$ cat config.mk
export PLATFORM = sky130hd
export DESIGN_NAME = id_ex_operand_stage
export DESIGN_NICKNAME = d
export VERILOG_FILES = /design/src/rtl/pipe_pkg.sv /design/src/rtl/operand_bypass_mux.sv /design/src/rtl/id_ex_operand_stage.sv
export SDC_FILE = /design/constraint.sdc
export NUM_CORES = 1
export LEC_CHECK = 0
export ABC_AREA = 1
export BUFFER_PORTS_ARGS = -buffer_cell sky130_fd_sc_hd__buf_2
export CORE_MARGIN = 2
export CORE_UTILIZATION = 40
export DETAILED_ROUTE_END_ITERATION = 7
export PLACE_DENSITY = 0.71
export SYNTH_ARGS = -nofsm -noshare
export SYNTH_HDL_FRONTEND = slang
export SYNTH_SLANG_ARGS = --single-unit
$ cat constraint.sdc
create_clock -name CLOCK -period 1.85 [get_ports CLOCK]
set_clock_uncertainty 0.1 [all_clocks]
set_input_delay 0.0925 -clock CLOCK [delete_from_list [all_inputs] [get_ports CLOCK]]
set_output_delay 0.0925 -clock CLOCK [all_outputs]
set_load 0.01 [all_outputs]
$ cat src/rtl/pipe_pkg.sv
// Shared widths, the zero-register constant and the ID/EX control bundle.
package pipe_pkg;

    localparam int DATA_W = 32;
    localparam int REG_AW = 5;

    localparam logic [REG_AW-1:0] REG_ZERO = '0;

    // Control fields carried alongside the operands in the ID/EX register.
    typedef struct packed {
        logic              valid;
        logic              regwrite;
        logic              memread;
        logic [REG_AW-1:0] dest;
    } idex_ctrl_t;

endpackage

$ cat src/rtl/operand_bypass_mux.sv
// Resolves one source operand: zero register, MEM bypass, WB bypass or
// register-file data, and flags when the value cannot be produced yet.
module operand_bypass_mux #(
    parameter int DATA_W = pipe_pkg::DATA_W,
    parameter int REG_AW = pipe_pkg::REG_AW
) (
    input  logic [REG_AW-1:0] src,
    input  logic              uses_src,
    input  logic [DATA_W-1:0] reg_data,
    input  logic              ex_valid,
    input  logic              ex_regwrite,
    input  logic [REG_AW-1:0] ex_dest,
    input  logic              mem_regwrite,
    input  logic              mem_memread,
    input  logic [REG_AW-1:0] mem_dest,
    input  logic [DATA_W-1:0] mem_result,
    input  logic              wb_we,
    input  logic [REG_AW-1:0] wb_dest,
    input  logic [DATA_W-1:0] wb_data,
    output logic [DATA_W-1:0] data,
    output logic              hazard
);
    import pipe_pkg::REG_ZERO;

    logic src_nonzero;
    logic ex_pending;
    logic mem_load_pending;

    assign src_nonzero      = (src != REG_AW'(REG_ZERO));
    // Producer still in EX: its result does not exist this cycle.
    assign ex_pending       = ex_valid && ex_regwrite && (ex_dest == src);
    // Load in MEM: its data only appears once it reaches WB.
    assign mem_load_pending = mem_regwrite && mem_memread && (mem_dest == src);

    // Data selection; MEM is checked before WB because it holds the younger value.
    always_comb begin
        data = reg_data;
        if (!src_nonzero) begin
            data = '0;
        end else if (mem_regwrite && !mem_memread && (mem_dest == src)) begin
            data = mem_result;
        end else if (wb_we && (wb_dest == src)) begin
            data = wb_data;
        end
    end

    assign hazard = uses_src && src_nonzero && (ex_pending || mem_load_pending);

endmodule

$ cat src/rtl/id_ex_operand_stage.sv
// ID/EX stage: bypasses both operands, raises the interlock stall and
// latches the resolved instruction into the register feeding the ALU.
module id_ex_operand_stage #(
    parameter int DATA_W = pipe_pkg::DATA_W,
    parameter int REG_AW = pipe_pkg::REG_AW,
    parameter int CNT_W  = 32
) (
    input  logic              CLOCK,
    input  logic              RESET,
    input  logic              InstrValid_IN,
    input  logic [REG_AW-1:0] Rs_IN,
    input  logic [REG_AW-1:0] Rt_IN,
    input  logic [REG_AW-1:0] Dest_IN,
    input  logic              UsesRs_IN,
    input  logic              UsesRt_IN,
    input  logic              RegWrite_IN,
    input  logic              MemRead_IN,
    input  logic [DATA_W-1:0] RegData1_IN,
    input  logic [DATA_W-1:0] RegData2_IN,
    input  logic              MEMRegWrite_IN,
    input  logic              MEMMemRead_IN,
    input  logic [REG_AW-1:0] MEMDest_IN,
    input  logic [DATA_W-1:0] MEMResult_IN,
    input  logic              WBWriteEnable_IN,
    input  logic [REG_AW-1:0] WBWriteRegister_IN,
    input  logic [DATA_W-1:0] WBWriteData_IN,
    input  logic              Flush_IN,
    output logic              Stall_OUT,
    output logic              EXValid_OUT,
    output logic [DATA_W-1:0] EXOperandA_OUT,
    output logic [DATA_W-1:0] EXOperandB_OUT,
    output logic [REG_AW-1:0] EXDest_OUT,
    output logic              EXRegWrite_OUT,
    output logic              EXMemRead_OUT,
    output logic [CNT_W-1:0]  StallCount_OUT
);
    import pipe_pkg::idex_ctrl_t;

    localparam int CTRL_AW = $bits(idex_ctrl_t) - 3;

    idex_ctrl_t        ctrl_q, ctrl_d;
    logic [DATA_W-1:0] opa_q, opa_d;
    logic [DATA_W-1:0] opb_q, opb_d;
    logic [CNT_W-1:0]  cnt_q, cnt_d;

    logic [DATA_W-1:0] opa_res, opb_res;
    logic              haz_a, haz_b;
    logic [REG_AW-1:0] ex_dest;
    logic              stall;

    assign ex_dest = REG_AW'(ctrl_q.dest);

    operand_bypass_mux #(.DATA_W(DATA_W), .REG_AW(REG_AW)) u_mux_rs (
        .src(Rs_IN), .uses_src(UsesRs_IN), .reg_data(RegData1_IN),
        .ex_valid(ctrl_q.valid), .ex_regwrite(ctrl_q.regwrite), .ex_dest(ex_dest),
        .mem_regwrite(MEMRegWrite_IN), .mem_memread(MEMMemRead_IN),
        .mem_dest(MEMDest_IN), .mem_result(MEMResult_IN),
        .wb_we(WBWriteEnable_IN), .wb_dest(WBWriteRegister_IN), .wb_data(WBWriteData_IN),
        .data(opa_res), .hazard(haz_a)
    );

    operand_bypass_mux #(.DATA_W(DATA_W), .REG_AW(REG_AW)) u_mux_rt (
        .src(Rt_IN), .uses_src(UsesRt_IN), .reg_data(RegData2_IN),
        .ex_valid(ctrl_q.valid), .ex_regwrite(ctrl_q.regwrite), .ex_dest(ex_dest),
        .mem_regwrite(MEMRegWrite_IN), .mem_memread(MEMMemRead_IN),
        .mem_dest(MEMDest_IN), .mem_result(MEMResult_IN),
        .wb_we(WBWriteEnable_IN), .wb_dest(WBWriteRegister_IN), .wb_data(WBWriteData_IN),
        .data(opb_res), .hazard(haz_b)
    );

    // Gated by reset so a load sitting in MEM cannot stall a held pipeline.
    assign stall     = RESET && InstrValid_IN && !Flush_IN && (haz_a || haz_b);
    assign Stall_OUT = stall;

    // Next ID/EX contents: flush and stall both produce an all-zero bubble.
    always_comb begin
        ctrl_d = '0;
        opa_d  = '0;
        opb_d  = '0;
        if (!Flush_IN && !stall) begin
            ctrl_d.valid    = InstrValid_IN;
            ctrl_d.regwrite = InstrValid_IN && RegWrite_IN;
            ctrl_d.memread  = InstrValid_IN && MemRead_IN;
            ctrl_d.dest     = CTRL_AW'(Dest_IN);
            opa_d           = opa_res;
            opb_d           = opb_res;
        end
    end

    // Stall-cycle counter that sticks at all-ones instead of wrapping.
    always_comb begin
        cnt_d = cnt_q;
        if (stall && (cnt_q != '1)) begin
            cnt_d = cnt_q + CNT_W'(1);
        end
    end

    // Pipeline register and counter state.
    always_ff @(posedge CLOCK or negedge RESET) begin
        if (!RESET) begin
            ctrl_q <= '0;
            opa_q  <= '0;
            opb_q  <= '0;
            cnt_q  <= '0;
        end else begin
            ctrl_q <= ctrl_d;
            opa_q  <= opa_d;
            opb_q  <= opb_d;
            cnt_q  <= cnt_d;
        end
    end

    assign EXValid_OUT    = ctrl_q.valid;
    assign EXRegWrite_OUT = ctrl_q.regwrite;
    assign EXMemRead_OUT  = ctrl_q.memread;
    assign EXDest_OUT     = ex_dest;
    assign EXOperandA_OUT = opa_q;
    assign EXOperandB_OUT = opb_q;
    assign StallCount_OUT = cnt_q;

endmodule

==> summary.txt, run 1 <==
status - complete, no violations
first-pass GRT wire length - 39,500 um
Slew headroom - 60.2%
layout cell share with drive strength beyond 1 - 27.8%
Clock power frac - 37.9%
critical setup path kind - reg -> reg
Detail Placement HPWL - 17,000 um
crit-path leading delay family - simple AND/OR/NAND/NOR gates
placed cell areas - 8620 sq um
Worst-Skew Late Latency - 350 ps
Area Overhead vs Synth - 48.4%
ranking of synthesized cells by area - dfrtp_1 38%, nand2_1 17%, inv_1 8.3%, nor2_1 7.1%, o211ai_1 7.1%
global placer's final weighted congestion - 0.956
Layout Nets - 1,539
RSZ-0062 raised after global routing - yes
DRC errors left - 0
I/O Pins - 269
mapped cell area - 6780 sq um
critical-path maximum fanout - 6
cts bufs inserted - 9
Critical Path Max Stage Delay - 490 ps
Final Non-Filler Cells - 1,602
period utilisation layout - 97.3%
Syn Inst Count - 1,001
TritonRoute pass-1 iters - 5
yosys warns - 0
clock slew at reported path FFs - 70 ps
initial antenna violation count - 4
CP Capture Type - register
Final Hold Fails - 0
Critical Path AT - 1950 ps
initial core utilization - 40.9%
Slew Limit Fails - 0
Req. time, crit path - 2000 ps
syn_nets - 1,166
Peak VDD IR - 0.419 mV
# rows - 47
share of the synthesized area in the top cell type - 38.4%
Net Switching - 1.54 mW
crit start category - register
clk buf depth - 2
gr ovfl total - 0
Internal Dissipation - 4.07 mW
Synth cell types - 31
setup TNS - 0 ps
htree depth - 3
DR vias - 8,141
CP max-delay cell - dfrtp_1
core area - 16,600 sq um
PortBufs - 268
die width - 134 um
DRT Wirelength - 25,900 um
Comb pwr share - 19.2%
minimum hold slack - 1.34 ps
PwrDens - 557 nW/um^2
Die H - 134 um
Post-DRT Antenna Nets - 0
Sw Share - 27.5%
Synth Register Bits - 104
part of the power in registers - 42.9%
Fmax achieved - 555 MHz
Syn Area/Cell - 6.77 sq um
WL per Instance - 16.2 um
post-synth top area cell - dfrtp_1
Filler Cell Count - 1,492
number of global-route vias before repair - 7,975
clock tree from TritonCTS - yes
Vias/cell - 5.08
Cells after DPL - 1,486
CTS root buf - clkbuf_16
gr usage total - 27.6%
worst min path class - in -> reg
drt first-iter violations - 526
Seq/Total Area, Yosys - 38.4%
min cycle time layout - 1800 ps
MaxCap Viol Count - 0
leakage power - 5.59 nW
Tightest Pin Transition - 596 ps
worst path bufs/invs - 0
crit-path cells - nand2_1, nor2_1, nand3_1, nor2_1, nand3_1, nor2_1, nand3_1, nand2_1, nand2_1
CTS Sinks - 104
largest net degree at the start of global routing - 105
Die ar. - 18,000 sq um
Layout Cell Area excl Fill - 10,100 sq um
final setup violation count - 0
power by group through the flow:
| stage | combinational, mW | clock (mW) | sequential [mW] |
|---|---|---|---|
| 2_1_floorplan | 0.359 | 0 | 2.50 |
| 3_3_place_gp | 0.855 | 0 | 2.45 |
| 3_5_place_dp | 0.871 | 0 | 2.45 |
| 4_1_cts | 1.03 | 2.15 | 2.40 |
| 5_1_grt | 1.19 | 2.25 | 2.41 |
| 6_report | 1.08 | 2.13 | 2.40 |
timing repair:
item                                   4_1_cts  5_1_grt
gates cloned                                 0        4
setup endpoints to repair                    2       77
hold buffers                                84        0
endpoints found under the hold margin      161        0
pin swaps                                    1       13
setup buffers                                4        5
gates resized for setup                      4       32
metal layers:
| layer | wire [um] | vias to the layer above | share of wire, % | track usage (%) |
|---|---|---|---|---|
| met5 | 13 | - | 0.050 | 0 |
| li1 | - | 3922 | - | - |
| met3 | 2310 | 70 | 8.9 | 7.41 |
| met2 | 12900 | 379 | 50 | 47.3 |
| met4 | 894 | 2 | 3.5 | 12.5 |
| met1 | 9740 | 3768 | 38 | 32.4 |
tightest hold or removal path: stages:
cell and delay [ps]:
buf_2 80, o21ai_0 70, inv_1 50, nand2_1 40, nor2_1 80
flip-flops by register name, indices dropped and copies added, names as in the netlist:
signal,cells
EXDest_OUT,5
EXMemRead_OUT,1
EXOperandA_OUT,32
EXOperandB_OUT,32
EXRegWrite_OUT,1
EXValid_OUT,1
StallCount_OUT,32
synth_stat cells:
| master | instances |
|---|---|
| a21oi_1 | 4 |
| buf_2 | 12 |
| buf_6 | 8 |
| clkbuf_1 | 29 |
| clkbuf_2 | 1 |
| dfrtp_1 | 104 |
| ha_1 | 1 |
| inv_1 | 150 |
| inv_2 | 2 |
| nand2_1 | 311 |
| nand2_2 | 3 |
| nand2_4 | 1 |
| nand3_1 | 16 |
| nand3_2 | 3 |
| nand3b_1 | 8 |
| nand4_1 | 41 |
| nand4_2 | 3 |
| nor2_1 | 128 |
| nor2_2 | 1 |
| nor2_4 | 1 |
| nor3_1 | 7 |
| nor3_2 | 1 |
| nor3_4 | 1 |
| nor4_1 | 1 |
| o211a_1 | 1 |
| o211ai_1 | 64 |
| o21ai_0 | 69 |
| o22ai_1 | 5 |
| or2_0 | 1 |
| xnor2_1 | 9 |
| xor2_1 | 15 |
cells in the final DEF (no fill, tap or decap), types with 13 or more instances in the layout:
cell type and instances:
nand2_1 310, buf_2 266, inv_1 145, nor2_1 119
dfrtp_1 101, dlygate4sd3_1 84, o21ai_0 64, o211ai_1 64
buf_4 46, nand4_1 41, xor2_1 15, nand3_1 15
clkbuf_16 13
final cells by class:
cell class                      instances  area, sq um  area share [%]
Clock inverter                          7         93.8           0.933
Tap cell                              220          275            2.74
Clock buffer                            9          225            2.24
Antenna cell                            3         7.51          0.0746
Inverter                              152          571            5.67
Sequential cell                       104         2610            25.9
Multi-Input combinational cell        695         3450            34.3
Timing Repair Buffer                  412         2840            28.2
through the flow:
stage	worst slack (ps)	power (mW)	utilization [%]
floorplan	29.3	2.86	-
global placement	34.3	3.30	52.0
detailed placement	9.26	3.32	52.0
CTS	10.8	5.58	59.2
global route	-93.1	5.85	60.6
finish	49.3	5.61	60.7
cells by family (layout without fill, tap and decap cells):
family / Yosys count / after routing / synth area share, %
AOI/OAI and AO/OA: 143 / 143 / 13.1
xor gates and xnor gates: 24 / 24 / 3.10
adders and majority gates: 1 / 1 / 0.185
buffers and inverters: 202 / 580 / 12.3
DFF: 104 / 104 / 38.4
other: 0 / 3 / 0
and+or+nand+nor: 527 / 527 / 32.9
path summary, 6_finish.rpt:
path / from / end / slack, ps / cells past startpoint
worst max register to register: StallCount_OUT[17] / StallCount_OUT[28] / 50 / 9
worst min-delay path: MEMResult_IN[8] / EXOperandB_OUT[8] / 1 / 5
worst max-delay path: StallCount_OUT[17] / StallCount_OUT[28] / 50 / 9
max in group asynchronous: RESET / EXOperandB_OUT[22] / 900 / 3
worst min register to register: StallCount_OUT[27] / StallCount_OUT[27] / 460 / 2
min in group asynchronous: RESET / StallCount_OUT[12] / 310 / 3
Power figures use the tool's default switching activity.
==> inputs of run 2 (changes only) <==
--- a/config.mk
+++ b/config.mk
@@ -10,6 +10,7 @@
 export CORE_MARGIN = 2
 export CORE_UTILIZATION = 40
 export DETAILED_ROUTE_END_ITERATION = 7
+export GPL_TIMING_DRIVEN = 0
 export PLACE_DENSITY = 0.71
 export SYNTH_ARGS = -nofsm -noshare
 export SYNTH_HDL_FRONTEND = slang
==> run 2 against run 1 <==
- the flow now finishes with violations (negative hold slack)
- cell count shrank 1.4%
- sequential cell count unchanged
- critical path depth increased by 2
- setup slack lost 3.6 ps
- die area did not move
- global-route usage shrank 0.11 points
- clock-buffer cell count increased by 3
- via count is 0.80% lower
==> summary.txt, run 2 (synthesized netlist as in run 1, its figures left out) <==
TritonRoute pass-1 iters - 6 (+1)
gr ovfl total - 0 (unchanged)
status - complete, but fails checks
Final Non-Filler Cells - 1,580 (-1.4%)
critical setup path kind - reg -> out
RSZ-0062 raised after global routing - yes
leading cell type in the layout, fill and taps excluded - nand2_1
Slew Limit Fails - 0 (unchanged)
clock slew at reported path FFs - 70 ps (about the same)
worst path bufs/invs - 3 (+3)
violated checks - negative hold slack
Peak VDD IR - 0.470 mV (+12%)
final setup violation count - 0 (unchanged)
crit start category - register
worst min path class - in -> async
Detail Placement HPWL - 18,700 um (+10%)
commonest cells after routing, fill and taps aside - 306 x nand2_1, 271 x buf_2, 147 x inv_1
Die ar. - 18,000 sq um (unchanged)
Tightest Pin Transition - 572 ps (-24.4 ps)
htree depth - 3 (unchanged)
layout cell share with drive strength beyond 1 - 28.5% (+0.71 points)
Net Switching - 1.49 mW (-3.5%)
drt first-iter violations - 539 (+2.5%)
Post-DRT Antenna Nets - 0 (unchanged)
leakage power - 5.33 nW (-4.6%)
Critical Path AT - 1610 ps (-340 ps)
Critical Path Max Stage Delay - 420 ps (-70 ps)
Sw Share - 27.4% (-0.066 points)
setup ws final - 45.7 ps (-3.62 ps)
Setup WS pre-CTS - -781 ps (-791 ps)
CTS Sinks - 104 (unchanged)
Cells after DPL - 1,490 (+0.27%)
WL per Instance - 15.9 um (-1.3%)
# rows - 47 (unchanged)
Clock power frac - 37.4% (-0.5 points)
Req. time, crit path - 1660 ps (-340 ps)
period utilisation layout - 97.5% (+0.20 points)
crit-path cells - inv_1, nand2_1, o21ai_0, nor2_1, nand3_1, nand2_1, nand2_2, nand2_4, nand2_4, inv_2, buf_6
clock tree from TritonCTS - yes
Filler Cell Count - 1,584 (+6.2%)
DRC errors left - 0 (unchanged)
cts bufs inserted - 9 (unchanged)
part of the power in registers - 44.4% (+1.5 points)
initial antenna violation count - 6 (+2)
Die H - 134 um (unchanged)
initial core utilization - 40.9% (unchanged)
minimum hold slack - -466 ps (-467 ps)
PwrDens - 564 nW/um^2 (+1.2%)
MaxCap Viol Count - 0 (unchanged)
Internal Dissipation - 3.94 mW (-3.2%)
Final Hold Fails - 92 (+92)
DR vias - 8,076 (-0.80%)
Fmax achieved - 554 MHz (-0.20%)
min cycle time layout - 1800 ps (+3.62 ps)
critical-path maximum fanout - 4 (-2)
Sequential Area - 2630 sq um (+0.72%)
clk buf depth - 2 (unchanged)
first-pass GRT wire length - 39,100 um (-1.2%)
Vias/cell - 5.11 (+0.58%)
Worst-Skew Late Latency - 350 ps (about the same)
area of the multi-input gates - 3480 sq um (+0.91%)
Comb pwr share - 18.2% (-1.0 points)
Layout Nets - 1,515 (-1.6%)
CP max-delay cell - dfrtp_1
core area - 16,600 sq um (unchanged)
die width - 134 um (unchanged)
PortBufs - 268 (unchanged)
CTS root buf - clkbuf_16
Area Overhead vs Synth - 41.8%
I/O Pins - 269 (unchanged)
DRT Wirelength - 25,200 um (-2.7%)
crit-path leading delay family - simple AND/OR/NAND/NOR gates
Slew headroom - 61.7% (+1.5 points)
global placer's final weighted congestion - 0.949 (-0.73%)
gr usage total - 27.5% (-0.11 points)
largest net degree at the start of global routing - 54 (-49%)
number of global-route vias before repair - 7,837 (-1.7%)
CP Capture Type - output pin
Final Util - 58.0% (-2.7 points)
## run 2: final cells by class
type | instances | area share, %
multi-input cells | 695 | 36.2
flip-flops and latches | 104 | 27.3
repair buffers | 338 | 21.2
inverters | 152 | 5.94
plain buffers | 50 | 3.14
well taps | 220 | 2.86
clock buffers | 12 | 2.67
clock inverters | 4 | 0.534
diodes | 5 | 0.130
## run 2: what timing repair did
action | 4_1_cts | 5_1_grt
endpoints found under the hold margin | 145 | 64
cloned | 0 | 1
gates resized for setup | 28 | 49
setup endpoints to repair | 105 | 102
setup buffers | 7 | 14
hold buffers | 46 | 1
pin swaps | 4 | 9
## run 2: worst paths after layout
| kind | from | endpoint | cells after the start | slack, ps |
|---|---|---|---|---|
| hold / removal | RESET | StallCount_OUT[12] | 1 | -470 |
| min in group CLOCK | RegData1_IN[1] | EXOperandA_OUT[1] | 5 | 10 |
| hold reg to reg | StallCount_OUT[9] | StallCount_OUT[9] | 2 | 440 |
| max in group asynchronous | RESET | StallCount_OUT[7] | 3 | 510 |
| setup / recovery | EXDest_OUT[0] | Stall_OUT | 11 | 50 |
| setup reg to reg | StallCount_OUT[2] | StallCount_OUT[29] | 9 | 50 |
## run 2: metrics by stage
step | instance area (sq um) | TNS, ps | hold WS (ps) | total power, mW
2_1_floorplan | 6790 | 0 | -303 | 2.86
3_3_place_gp | 8410 | -234320 | 206 | 3.32
3_5_place_dp | 8440 | -69160 | 89.8 | 3.33
4_1_cts | 9340 | -3.06 | -449 | 5.42
5_1_grt | 9600 | -1920 | -438 | 5.64
6_report | 9610 | 0 | -466 | 5.42
## run 2: metal layers
layer	vias up	global-route usage (%)	wire (um)
met5	-	0	13
met4	2	13.5	1160
met3	94	6.73	2160
met2	388	47.8	12400
met1	3714	31.6	9460
li1	3878	-	-
## run 2: power by group through the flow
stage	Combinational [mW]	Clock, mW	Sequential, mW
after CTS	0.971	2.05	2.41
after global placement	0.860	0	2.46
after global routing	1.10	2.13	2.42
after detailed placement	0.879	0	2.45
final	0.988	2.03	2.41
after floorplan	0.359	0	2.50
==> inputs of run 3 (changes only) <==
--- a/config.mk
+++ b/config.mk
@@ -9,9 +9,10 @@
 export BUFFER_PORTS_ARGS = -buffer_cell sky130_fd_sc_hd__buf_2
 export CORE_MARGIN = 2
 export CORE_UTILIZATION = 40
+export CTS_CLUSTER_SIZE = 16
 export DETAILED_ROUTE_END_ITERATION = 7
 export GPL_TIMING_DRIVEN = 0
-export PLACE_DENSITY = 0.71
+export PLACE_DENSITY = 0.68
 export SYNTH_ARGS = -nofsm -noshare
 export SYNTH_HDL_FRONTEND = slang
 export SYNTH_SLANG_ARGS = --single-unit
==> constraint.sdc (replaced) <==
create_clock -name CLOCK -period 2.2 [get_ports CLOCK]
set_clock_uncertainty 0.1 [all_clocks]
set_input_delay 0.11 -clock CLOCK [delete_from_list [all_inputs] [get_ports CLOCK]]
set_output_delay 0.11 -clock CLOCK [all_outputs]
set_load 0.01 [all_outputs]
==> run 3 against run 2 <==
- the run now ends clean
- largest cell class unchanged
- critical endpoint is now StallCount_OUT[19]
- sequential power decreased by 16%
- die area is the same
- combinational power decreased by 20%
==> summary.txt, run 3 (synthesized netlist as in run 1, its figures left out) <==
Sw Share - 27.3% (-0.083 points)
MaxCap Viol Count - 0 (unchanged)
commonest cells after routing, fill and taps aside - 311 x nand2_1, 278 x buf_2, 150 x inv_1
Internal Dissipation - 3.35 mW (-15%)
Setup crit end - StallCount_OUT[19]
largest net degree at the start of global routing - 54 (unchanged)
CP Capture Type - register
number of global-route vias before repair - 7,405 (-5.5%)
core area - 16,600 sq um (unchanged)
Final Hold Fails - 0 (-100%)
initial core utilization - 40.9% (unchanged)
I/O Pins - 269 (unchanged)
TritonRoute pass-1 iters - 5 (-1)
Vias/cell - 4.99 (-2.4%)
Req. time, crit path - 2350 ps (+690 ps)
min cycle time layout - 2090 ps
Post-DRT Antenna Nets - 0 (unchanged)
Reg-to-Reg End - StallCount_OUT[19]
DRT Wirelength - 24,700 um (-2.1%)
Layout Nets - 1,473 (-2.8%)
status - complete, no violations
Slew Limit Fails - 0 (unchanged)
leading cell type in the layout, fill and taps excluded - nand2_1
CTS Sinks - 104 (unchanged)
first-pass GRT wire length - 37,800 um (-3.2%)
clk buf depth - 2 (unchanged)
final setup violation count - 0 (unchanged)
cts bufs inserted - 9 (unchanged)
initial antenna violation count - 9 (+3)
PwrDens - 506 nW/um^2 (-10%)
CP max-delay cell - dfrtp_2
Die ar. - 18,000 sq um (unchanged)
Peak VDD IR - 0.426 mV (-9.4%)
Reg2Reg Depth - 10 (+1)
Detail Placement HPWL - 18,800 um (+0.70%)
Net Switching - 1.26 mW (-15%)
part of the power in registers - 43.9% (-0.5 points)
Area Overhead vs Synth - 34.3%
gr ovfl total - 0 (unchanged)
Tightest Pin Transition - 538 ps (-34.4 ps)
overall power - 4.61 mW (-15%)
gr usage total - 26.9% (-0.54 points)
Die H - 134 um (unchanged)
Comb pwr share - 17.2% (-1.0 points)
CTS root buf - clkbuf_16
placed cell areas - 8430 sq um (-0.16%)
Layout Cell Area excl Fill - 9110 sq um (-5.2%)
drt first-iter violations - 410 (-24%)
htree depth - 3 (unchanged)
crit start category - register
critical-path maximum fanout - 10 (+6)
# rows - 47 (unchanged)
Filler Cell Count - 1,713 (+8.1%)
reg-to-reg slack, setup - 110 ps (+70 ps)
clock slew at reported path FFs - 80 ps (about the same)
layout cell share with drive strength beyond 1 - 25.4% (-3.0 points)
Slew headroom - 64.2% (+2.4 points)
DR vias - 7,682 (-4.9%)
R2R Path Start - StallCount_OUT[0]
Worst-Skew Late Latency - 360 ps (about the same)
critical setup path kind - reg -> reg
period utilisation layout - 94.9%
Critical Path AT - 2240 ps (+630 ps)
global placer's final weighted congestion - 0.954 (+0.55%)
RSZ-0062 raised after global routing - no
clock tree from TritonCTS - yes
PortBufs - 268 (unchanged)
leakage power - 5.14 nW (-3.6%)
WL per Instance - 16.0 um (+0.46%)
worst min path class - in -> reg
die width - 134 um (unchanged)
DRC errors left - 0 (unchanged)
crit-path cells - ha_2, nand3_2, inv_1, nand2_2, nor2_4, nand4_2, buf_4, buf_6, nand4_1, nand2_1
Fmax achieved - 479 MHz
critical path startpoint - StallCount_OUT[0]
Hold Path Depth - 5
Clock power frac - 38.9% (+1.5 points)
Critical Path Max Stage Delay - 400 ps (-20 ps)
-- run 3: power by group through the flow --
stage | Combinational (mW) | Clock [mW] | Sequential (mW)
6_report | 0.794 | 1.79 | 2.02
5_1_grt | 0.879 | 1.92 | 2.03
4_1_cts | 0.789 | 1.83 | 2.02
3_5_place_dp | 0.741 | 0 | 2.06
3_3_place_gp | 0.728 | 0 | 2.06
2_1_floorplan | 0.301 | 0 | 2.10
-- run 3: what timing repair did --
item                                    CTS  global route
buffers inserted                          0             5
endpoints found under the setup margin   11            32
hold buffers                             22             0
endpoints found under the hold margin    67             0
pin swaps                                 0             1
resized for setup                         1             8
-- run 3: cell type report --
type	count	area (sq um)	share of cell area, %
flip-flops and latches	104	2600	28.6
repair buffers	296	1690	18.5
multi-input cells	695	3360	36.9
well taps	220	275	3.02
clock inverters	7	101	1.11
clock buffers	9	225	2.47
plain buffers	50	267	2.93
diodes	7	17.5	0.192
inverters	152	571	6.26
-- run 3: worst min-delay path by stage --
stage,start,to
after CTS,RegData1_IN[9],EXOperandA_OUT[9]
after global placement,Dest_IN[0],EXDest_OUT[0]
final,RegData1_IN[10],EXOperandA_OUT[10]
after floorplan,RESET,EXDest_OUT[0]
after detailed placement,RESET,StallCount_OUT[18]
after global routing,RegData2_IN[9],EXOperandB_OUT[9]
-- run 3: layer usage --
metal / wire length [um] / track usage [%] / part of all wire, %
met5: 27 / 0 / 0.11
met4: 860 / 11.1 / 3.5
met3: 2050 / 8.01 / 8.3
met2: 12300 / 47.0 / 50
met1: 9430 / 30.8 / 38
-- run 3: through the flow --
step	cells	utilization, %	setup WS (ps)	hold WS (ps)	setup TNS, ps
after CTS	1528	54.5	19.4	0.00142	0
after global placement	1489	50.6	-1340	223	-165020
final	1540	54.9	111	4.12	0
after detailed placement	1490	50.8	-414	99.5	-35540
after floorplan	1001	-	266	-286	0
after global routing	1538	54.9	8.88	10.5	0
-- run 3: critical path: cells and delay by family, from the launching register on --
kind	cells	cell delay, ps
and+or+nand+nor	6	740
buffers and inverters	3	500
DFF	1	400
adders and majority gates	1	240
